$ cat src/rtl/fetch_redirect_ctrl.sv
`default_nettype none
// ============================================================================
// Module   : fetch_redirect_ctrl
// Purpose  : Fetch PC owner, imem request issue, redirect flush and
//            wrong-path response squashing. Optional FETCH_REDIRECT_CNT_EN
//            adds a saturating redirect counter on redirect_cnt_o.
// Revision : 1.0  initial release
// ============================================================================
module fetch_redirect_ctrl #(
    parameter logic [31:0] RESET_PC        = 32'h0000_0000,
    parameter int unsigned MAX_OUTSTANDING = 2,
    parameter int unsigned CNT_W           = 32
) (
    input  logic        clk,
    input  logic        reset,
    input  logic        pc_sel_i,
    input  logic [31:0] target_i,
    input  logic        stall_i,
    output logic        imem_req_valid_o,
    output logic [31:0] imem_req_addr_o,
    input  logic        imem_req_ready_i,
    input  logic        imem_rsp_valid_i,
    input  logic [31:0] imem_rsp_data_i,
    output logic        if_valid_o,
    output logic [31:0] if_instr_o,
    output logic [31:0] if_pc_o,
    output logic        flush_if_id_o,
    output logic        flush_id_ex_o
`ifdef FETCH_REDIRECT_CNT_EN
    ,
    output logic [CNT_W-1:0] redirect_cnt_o
`endif
);

    localparam logic [1:0] MAX_O     = 2'(MAX_OUTSTANDING);
    localparam logic [1:0] LAST_SLOT = 2'(MAX_OUTSTANDING - 1);

    typedef enum logic [1:0] {
        ST_IDLE  = 2'd0,
        ST_RUN   = 2'd1,
        ST_DRAIN = 2'd2
    } state_t;

    state_t      state_q, state_d;
    logic [31:0] pc_q, pc_d;
    logic [1:0]  out_q, out_d;
    logic [1:0]  squash_q, squash_d;
    logic        hold_q, hold_d;
    logic [31:0] hold_addr_q, hold_addr_d;
    logic [31:0] fifo_q [4];
    logic [31:0] fifo_d [4];
    logic [1:0]  wr_ptr_q, wr_ptr_d;
    logic [1:0]  rd_ptr_q, rd_ptr_d;

    logic        req_valid;
    logic [31:0] req_addr;
    logic        accept;
    logic        rsp_take;

    function automatic logic [1:0] next_ptr(input logic [1:0] p);
        return (p == LAST_SLOT) ? 2'd0 : p + 2'd1;
    endfunction

    always_comb begin
        state_d     = state_q;
        pc_d        = pc_q;
        out_d       = out_q;
        squash_d    = squash_q;
        fifo_d      = fifo_q;
        wr_ptr_d    = wr_ptr_q;
        rd_ptr_d    = rd_ptr_q;
        req_valid   = 1'b0;
        // A held request keeps its original address even across a redirect.
        req_addr    = hold_q ? hold_addr_q : pc_q;

        unique case (state_q)
            ST_RUN:   req_valid = hold_q || (!stall_i && (out_q < MAX_O));
            ST_DRAIN: req_valid = hold_q;
            default:  req_valid = 1'b0;
        endcase

        accept      = req_valid && imem_req_ready_i;
        rsp_take    = imem_rsp_valid_i && (out_q != 2'd0);
        hold_d      = req_valid && !imem_req_ready_i;
        hold_addr_d = req_addr;

        if (accept && !rsp_take) begin
            out_d = out_q + 2'd1;
        end else if (!accept && rsp_take) begin
            out_d = out_q - 2'd1;
        end

        if (accept) begin
            fifo_d[wr_ptr_q] = req_addr;
            wr_ptr_d         = next_ptr(wr_ptr_q);
        end
        if (rsp_take) begin
            rd_ptr_d = next_ptr(rd_ptr_q);
            if (squash_q != 2'd0) begin
                squash_d = squash_q - 2'd1;
            end
        end

        unique case (state_q)
            ST_IDLE: state_d = ST_RUN;
            ST_RUN: begin
                if (accept) begin
                    pc_d = pc_q + 32'd4;
                end
            end
            ST_DRAIN: begin
                if (accept) begin
                    state_d = ST_RUN;
                end
            end
            default: state_d = ST_IDLE;
        endcase

        // Everything still owed by memory, plus a stuck request, is wrong-path.
        if (pc_sel_i) begin
            pc_d     = {target_i[31:2], 2'b00};
            squash_d = out_d + {1'b0, hold_d};
            state_d  = hold_d ? ST_DRAIN : ST_RUN;
        end
    end

    always_ff @(posedge clk) begin
        if (reset) begin
            state_q     <= ST_IDLE;
            pc_q        <= RESET_PC;
            out_q       <= 2'd0;
            squash_q    <= 2'd0;
            hold_q      <= 1'b0;
            hold_addr_q <= 32'd0;
            fifo_q      <= '{default: 32'd0};
            wr_ptr_q    <= 2'd0;
            rd_ptr_q    <= 2'd0;
        end else begin
            state_q     <= state_d;
            pc_q        <= pc_d;
            out_q       <= out_d;
            squash_q    <= squash_d;
            hold_q      <= hold_d;
            hold_addr_q <= hold_addr_d;
            fifo_q      <= fifo_d;
            wr_ptr_q    <= wr_ptr_d;
            rd_ptr_q    <= rd_ptr_d;
        end
    end

    assign imem_req_valid_o = req_valid && !reset;
    assign imem_req_addr_o  = req_addr;
    assign if_valid_o       = rsp_take && (squash_q == 2'd0) && !pc_sel_i && !reset;
    assign if_instr_o       = imem_rsp_data_i;
    assign if_pc_o          = fifo_q[rd_ptr_q];
    assign flush_if_id_o    = pc_sel_i && !reset;
    assign flush_id_ex_o    = pc_sel_i && !reset;

`ifdef FETCH_REDIRECT_CNT_EN
    logic [CNT_W-1:0] cnt_q, cnt_d;

    always_comb begin
        cnt_d = cnt_q;
        if (pc_sel_i && (cnt_q != {CNT_W{1'b1}})) begin
            cnt_d = cnt_q + CNT_W'(1);
        end
    end

    always_ff @(posedge clk) begin
        if (reset) begin
            cnt_q <= '0;
        end else begin
            cnt_q <= cnt_d;
        end
    end

    assign redirect_cnt_o = cnt_q;

    logic unused_ok;
    assign unused_ok = ^target_i[1:0];
`else
    logic unused_ok;
    assign unused_ok = ^{target_i[1:0], (CNT_W == 0)};
`endif

`ifndef SYNTHESIS
    rsp_without_request: assert property (@(posedge clk) disable iff (reset)
        !(imem_rsp_valid_i && (out_q == 2'd0)));
`endif

endmodule
`default_nettype wire

$ cat config.mk
export PLATFORM = sky130hd
export DESIGN_NAME = fetch_redirect_ctrl
export DESIGN_NICKNAME = d
export VERILOG_FILES = /design/src/rtl/fetch_redirect_ctrl.sv
export SDC_FILE = /design/constraint.sdc
export NUM_CORES = 1
export LEC_CHECK = 0
export ABC_AREA = 0
export BUFFER_PORTS_ARGS = -buffer_cell sky130_fd_sc_hd__buf_2
export CORE_MARGIN = 4
export CORE_UTILIZATION = 50
export CTS_CLUSTER_DIAMETER = 200
export DETAILED_ROUTE_END_ITERATION = 7
export PLACE_DENSITY = 0.76
export SYNTH_ARGS = -nofsm -noshare
export SYNTH_HDL_FRONTEND = slang
export SYNTH_SLANG_ARGS = --single-unit
$ cat constraint.sdc
create_clock -name clk -period 2.1 [get_ports clk]
set_input_delay 0.21 -clock clk [delete_from_list [all_inputs] [get_ports clk]]
set_output_delay 0.21 -clock clk [all_outputs]
set_load 0.01 [all_outputs]
# Word level (Yosys, flattened, before mapping)
# Index checks and enable logic that the tools add are counted.
[classes]
muxes = 22
bitwise = 2
eq_ne = 6
reduce_logical = 32
order_cmp = 4
addsub = 7
[ops]
columns = ["cell", "count"]
rows = [
  ["32-bit 2-to-1 mux", 7],
  ["128-bit bitwise mux", 1],
  ["32-bit binary-select mux with 2-bit select", 1],
  ["32-bit demux with 2-bit select", 1],
  ["32-bit by 3-bit adder with 32-bit output (second input constant)", 1],
  ["2-bit 2-to-1 mux", 10],
  ["1-bit logical AND", 12],
  ["2-bit nonzero test", 6],
  ["2-bit AND reduction", 4],
  ["2-bit by 1-bit adder with 2-bit output (second input constant)", 3],
  ["2-bit by 1-bit equality test with 1-bit output (second input constant)", 3],
  ["3-bit >= comparator (second input constant)", 2],
  ["1-bit logical NOT", 6],
  ["2-bit NOT with 3-bit output", 2],
  ["2-bit one-hot mux with 3 select lines", 1],
  ["2-bit logical NOT", 2],
  ["2-bit by 1-bit subtractor with 2-bit output (second input constant)", 2],
  ["3-bit by 1-bit less-than comparator with 1-bit output (second input constant)", 1],
  ["3-bit inequality test (second input constant)", 1],
  ["2-bit by 1-bit adder with 2-bit output", 1],
  ["2-bit equality test (second input constant)", 1],
  ["2-bit less-than comparator (second input constant)", 1],
  ["2-bit inequality test (second input constant)", 1],
  ["1-bit one-hot mux with 2 select lines", 1],
  ["other kinds (2)", 2],
]
[word_totals]
word_cells = 86
register_bits = 203
out_inout_bits = 100
in_bits = 70

# Longest topological paths before layout
[depth]
depth_word = 11
mapped_depth = 11
mapped_depth_nobuf = 9

# Worst setup path after synthesis
# Ideal clock, no wire load.
[synth_timing]
path_type = "register -> register"
from = "register state_q[1]"
to = "register squash_q[1]"
period_less_slack_ns = 2.084
arrival_ns = 2.005
required_ns = 2.021
path_slack_ns = 0.016
path_buffers = 2
stages_incl_launch_ff = 11
setup_ns = 0.079
cell_sequence = "dfxtp_1 inv_1 ha_1 buf_4 o21a_1 o21a_1 buf_2 xnor2_1 ha_1 or3_1 o211ai_1"
[synth_via]
elab_chain_cells = 9
elab_cells_between_ends = 12
classes_between = "add/sub: 1; eq/ne: 2; mux: 4; reduce/logical: 5"
[synth_lines]
columns = ["element", "line", "rtl"]
rows = [
  ["from (decl)", "44", "state_t state_q, state_d;"],
  ["from (signal assigned)", "139", "state_q <= state_d;"],
  ["2-bit equality test or 2-bit by 1-bit equality test with 1-bit output (tied branches)", "76", "unique case (state_q)"],
  ["1-bit one-hot mux with 2 select lines *", "76", ""],
  ["1-bit logical AND *", "82", "accept = req_valid && imem_req_ready_i;"],
  ["1-bit logical NOT", "89", "end else if (!accept && rsp_take) begin"],
  ["1-bit logical AND", "89", ""],
  ["2-bit 2-to-1 mux", "89", ""],
  ["2-bit 2-to-1 mux *", "87", "if (accept && !rsp_take) begin"],
  ["named net out_d[0]", "46", "logic [1:0] out_q, out_d;"],
  ["2-bit by 1-bit adder with 2-bit output *", "122", "squash_d = out_d + {1'b0, hold_d};"],
  ["2-bit 2-to-1 mux *", "120", "if (pc_sel_i) begin"],
  ["to (signal assigned)", "142", "squash_q <= squash_d;"],
  ["to (decl)", "47", "logic [1:0] squash_q, squash_d;"],
]
# The timed path passes the listed nets; every way through them passes the cells marked *.
# A chain may end at the register's enable or synchronous reset.

# Final worst setup path
[layout_timing]
from = "register state_q[1]"
to = "output port imem_req_valid_o"
[layout_via]
elab_chain_cells = 3
elab_cells_between_ends = 4
classes_between = "eq/ne: 2; mux: 1; reduce/logical: 1"
[layout_lines]
columns = ["element", "line", "rtl"]
rows = [
  ["2-bit equality test or 2-bit by 1-bit equality test with 1-bit output (tied branches)", "76", ""],
  ["1-bit one-hot mux with 2 select lines *", "76", ""],
  ["1-bit logical AND *", "151", "assign imem_req_valid_o = req_valid && !reset;"],
  ["to (decl)", "19", "output logic imem_req_valid_o,"],
]
# Mark *: on every way between the ends. The rest lies on a longest branch, timed or not.

==> metrics.md <==
| Metric | Value |
|---|---|
| Num rows | `48` |
| HPWL after DPL | `14000 um` |
| Hold EP | `pc_q[9]$_SDFFE_PP0P_` |
| Largest net degree at the start of global routing | `73` |
| Cell variety after synth | `58` |
| Largest cells by area after synthesis | `dfxtp_1 45%, a211oi_1 11%, nor2_1 8.2%, mux4_2 8.0%, mux2i_1 4.3%` |
| Fill cells | `1260` |
| Total congestion overflow | `0` |
| TritonCTS Sinks | `201` |
| Slew headroom | `0.653` |
| CP startpoint kind | `register` |
| Overall power | `9.60 mW` |
| Die area | `20200 um^2` |
| Post-Synth Simple-Gate Area | `0.155` |
| Post-synthesis sequential area ratio | `0.448` |
| Syn nets | `1015` |
| Failing checks | `negative setup slack` |
| Area Overhead vs Synth | `29.6%` |
| DR pass1 iterations | `4` |
| Leakage | `4.38 nW` |
| All-Layer GR Usage | `0.206` |
| Min Tclk post-route | `2.15 ns` |
| Finished Core Util | `0.667` |
| WS Path Type | `register to output pin` |
| I/O Pins | `170` |
| Total CTS buffers | `22` |
| Final hold slack | `0.00204 ns` |
| M1 wire length | `10300 um` |
| Reg2Reg Launch Point | `state_q[0]$_SDFFE_PP0P_` |
| Worst flop-to-flop path endpoint | `fifo_q[24]$_SDFFE_PP0P_` |
| Post-synthesis compound-gate area fraction | `0.154` |
| Max Transition Viols Final | `0` |
| Clk buf depth | `3` |
| Pwr Density | `824 nW/um^2` |
| Starting Density | `0.514` |
| Initial DRC Count | `679` |
| Seq cells post-synth | `201` |
| Crit path required time | `1.89 ns` |
| Worst Clk Skew | `0.0162 ns` |
| DIE HEIGHT | `142 um` |
| Achievable Freq | `464 MHz` |
| Synth Area in Adders | `0.0109` |
| RSZ-0062 raised after global routing | `yes` |
| Max VDD drop | `0.000582 V` |
| Worst Setup End Kind | `output pin` |
| Crit-path max FO | `4` |
| Final Hold Viols | `0` |
| Detail Route Antenna Nets | `0` |
| Post-DP Area | `9910 um^2` |
| Placement Setup Slack | `-0.105 ns` |
| Share of layout cells above drive strength 1 | `0.335` |
| Final WL | `24100 um` |
| Async SR Flop Fraction | `0` |
| Post-synth EDFFs | `0` |
| Max-Cap Viols | `0` |
| Hold WC Path Type | `primary input to register` |
| Nets | `1150` |
| DRC | `0` |
| R2R cell count | `9` |
| CTS tree | `built` |
| Main combinational cell family by area after synthesis | `simple AND/OR/NAND/NOR gates` |
| Via/cell ratio | `5.74` |
| First-pass GRT wire length | `34900 um` |
| Initial antenna violation count | `0` |
| Ant diodes | `0` |
| Final setup fails | `5` |
| Final worst setup slack | `-0.0549 ns` |
| GP Congestion | `0.831` |
| Post-Synth XOR/XNOR Area | `0.0185` |
| Post-synthesis mux area share | `0.126` |
| Fin crit share | `1.03` |
| Post-Syn Instances | `938` |
| Largest area contributor in the netlist | `dfxtp_1` |
| Synth Area per Inst | `9.58 um^2` |
| Skew-Pair Late Insertion Delay | `0.50 ns` |
| Hold path cells | `3` |
| Worst EP arrival | `1.94 ns` |
| DR WL/cell | `18.3 um` |
| Post-synth top area share | `0.448` |
| Hold_sp | `target_i[9]` |
| Status | `finished, violations left` |
| Via count | `7537` |
| Vias in the first global route | `6890` |
| Ys Warns | `0` |
| Max Used Layer | `met4` |
| DR WL met2 | `11700 um` |
| R2r setup slk | `-0.04 ns` |
| Commonest register cell after synthesis | `dfxtp_1` |
| Post-route design area | `11600 um^2` |
| DP Cell Count | `1236` |
| Die W | `142 um` |
| Worst-Margin Slew | `0.520 ns` |
| IO Port Bufs | `103` |
| Post-synthesis instance area | `8980 um^2` |
| Root Buffer | `clkbuf_16` |
| CTS H-tree depth | `1` |
| Non-filler cells, final | `1314` |
| DR WL met3 | `1620 um` |
| Setup_tns | `-0.141 ns` |
| Worst-path clk slew | `0.06 ns` |
| Core Region | `17500 um^2` |
routing by layer:
layer | global-route usage | vias to the layer above
met2 | 0.332 | 255
met3 | 0.0279 | 50
met5 | 0 | -
met1 | 0.295 | 3641
met4 | 0.0525 | 0
li1 | - | 3591
what timing repair did:
| action | 4_1_cts | 5_1_grt |
|---|---|---|
| setup endpoints to repair | 93 | 136 |
| resized for setup | 26 | 78 |
| pin swaps | 5 | 23 |
| endpoints found under the hold margin | 18 | 0 |
| hold buffers | 18 | 0 |
| buffers inserted | 1 | 11 |
| gates cloned | 0 | 9 |
layout make-up:
cell class | count | area (um^2) | area share
Timing Repair Buffer | 222 | 1770 | 0.152
Sequential cell | 201 | 4030 | 0.346
Clock buffer | 31 | 656 | 0.0563
Multi-Input combinational cell | 579 | 4580 | 0.393
Clock inverter | 9 | 148 | 0.0127
Inverter | 47 | 181 | 0.0156
Tap cell | 225 | 282 | 0.0242
placed cells by master, fill, tap and decap left out, drive strengths merged, types with 5 or more instances in the layout:
| master | synthesis | layout |
|---|---|---|
| clkbuf | 44 | 39 |
| a211oi | 135 | 135 |
| clkinv | 1 | 5 |
| nand3 | 10 | 10 |
| a2111oi | 6 | 6 |
| and2 | 6 | 6 |
| ha | 7 | 7 |
| nand2 | 14 | 14 |
| nor4b | 7 | 7 |
| nor2 | 197 | 197 |
| and3 | 6 | 6 |
| a21oi | 15 | 15 |
| nor2b | 7 | 7 |
| a311oi | 6 | 6 |
| dfxtp | 201 | 201 |
| xnor2 | 17 | 17 |
| buf | 67 | 196 |
| nor3b | 6 | 6 |
| mux4 | 32 | 32 |
| nand2b | 5 | 5 |
| nor3 | 11 | 11 |
| dlygate4sd3 | 0 | 18 |
| nand4 | 10 | 10 |
| inv | 46 | 46 |
| mux2i | 39 | 39 |
| o21ai | 7 | 7 |
sequential cells by signal, indices dropped and copies added, names as in the netlist:
| register | count |
|---|---|
| out_q | 2 |
| wr_ptr_q | 2 |
| hold_q | 1 |
| rd_ptr_q | 2 |
| state_q | 2 |
| pc_q | 30 |
| hold_addr_q | 32 |
| fifo_q | 128 |
| squash_q | 2 |
cells by family (layout without fill, tap and decap cells):
group                      count (synthesis)  in the layout
and+or+nand+nor                          294            294
DFF                                      201            201
xor gates and xnor gates                  19             19
AOI/OAI and AO/OA                        185            185
buffers and inverters                    158            309
adders and majority gates                  8              8
muxes                                     73             73
cell usage after synthesis, types with 7 or more instances:
library cell,count
nor2b_1,7
nand3_1,9
nor3_1,10
mux2i_1,39
clkbuf_1,41
xnor2_1,17
buf_1,7
nor2_1,196
inv_1,46
ha_1,7
mux4_2,32
nand2_1,14
nor4b_1,7
buf_4,35
a211oi_1,135
a21oi_1,15
buf_2,24
nand4_1,9
dfxtp_1,201
worst max path at each step:
stage	endpoint	start	slack, ns
6_report	imem_req_valid_o	state_q[1]$_SDFFE_PP0P_	-0.05
5_1_grt	fifo_q[63]$_SDFFE_PP0P_	state_q[1]$_SDFFE_PP0P_	-0.11
4_1_cts	imem_req_valid_o	state_q[1]$_SDFFE_PP0P_	-0.02
3_5_place_dp	fifo_q[40]$_SDFFE_PP0P_	state_q[0]$_SDFFE_PP0P_	-0.11
3_3_place_gp	fifo_q[64]$_SDFFE_PP0P_	state_q[0]$_SDFFE_PP0P_	-0.03
2_1_floorplan	squash_q[1]$_SDFFE_PP0P_	state_q[1]$_SDFFE_PP0P_	0.02
critical path, stage by stage, from the launching register on:
cell and delay, ns:
dfxtp_2 0.33, buf_6 0.12, ha_4 0.16, o21a_1 0.23, buf_6 0.14, o21ai_4 0.17, buf_6 0.12, nor2_2 0.02
buf_2 0.15
report_power, final:
| group | switching (mW) | internal [mW] | total (mW) |
|---|---|---|---|
| Sequential | 0.118 | 3.95 | 4.06 |
| Combinational | 0.735 | 0.603 | 1.34 |
| Clock | 1.54 | 2.66 | 4.20 |
| Total | 2.39 | 7.21 | 9.60 |
No activity file was read; power rests on OpenSTA's default activity.
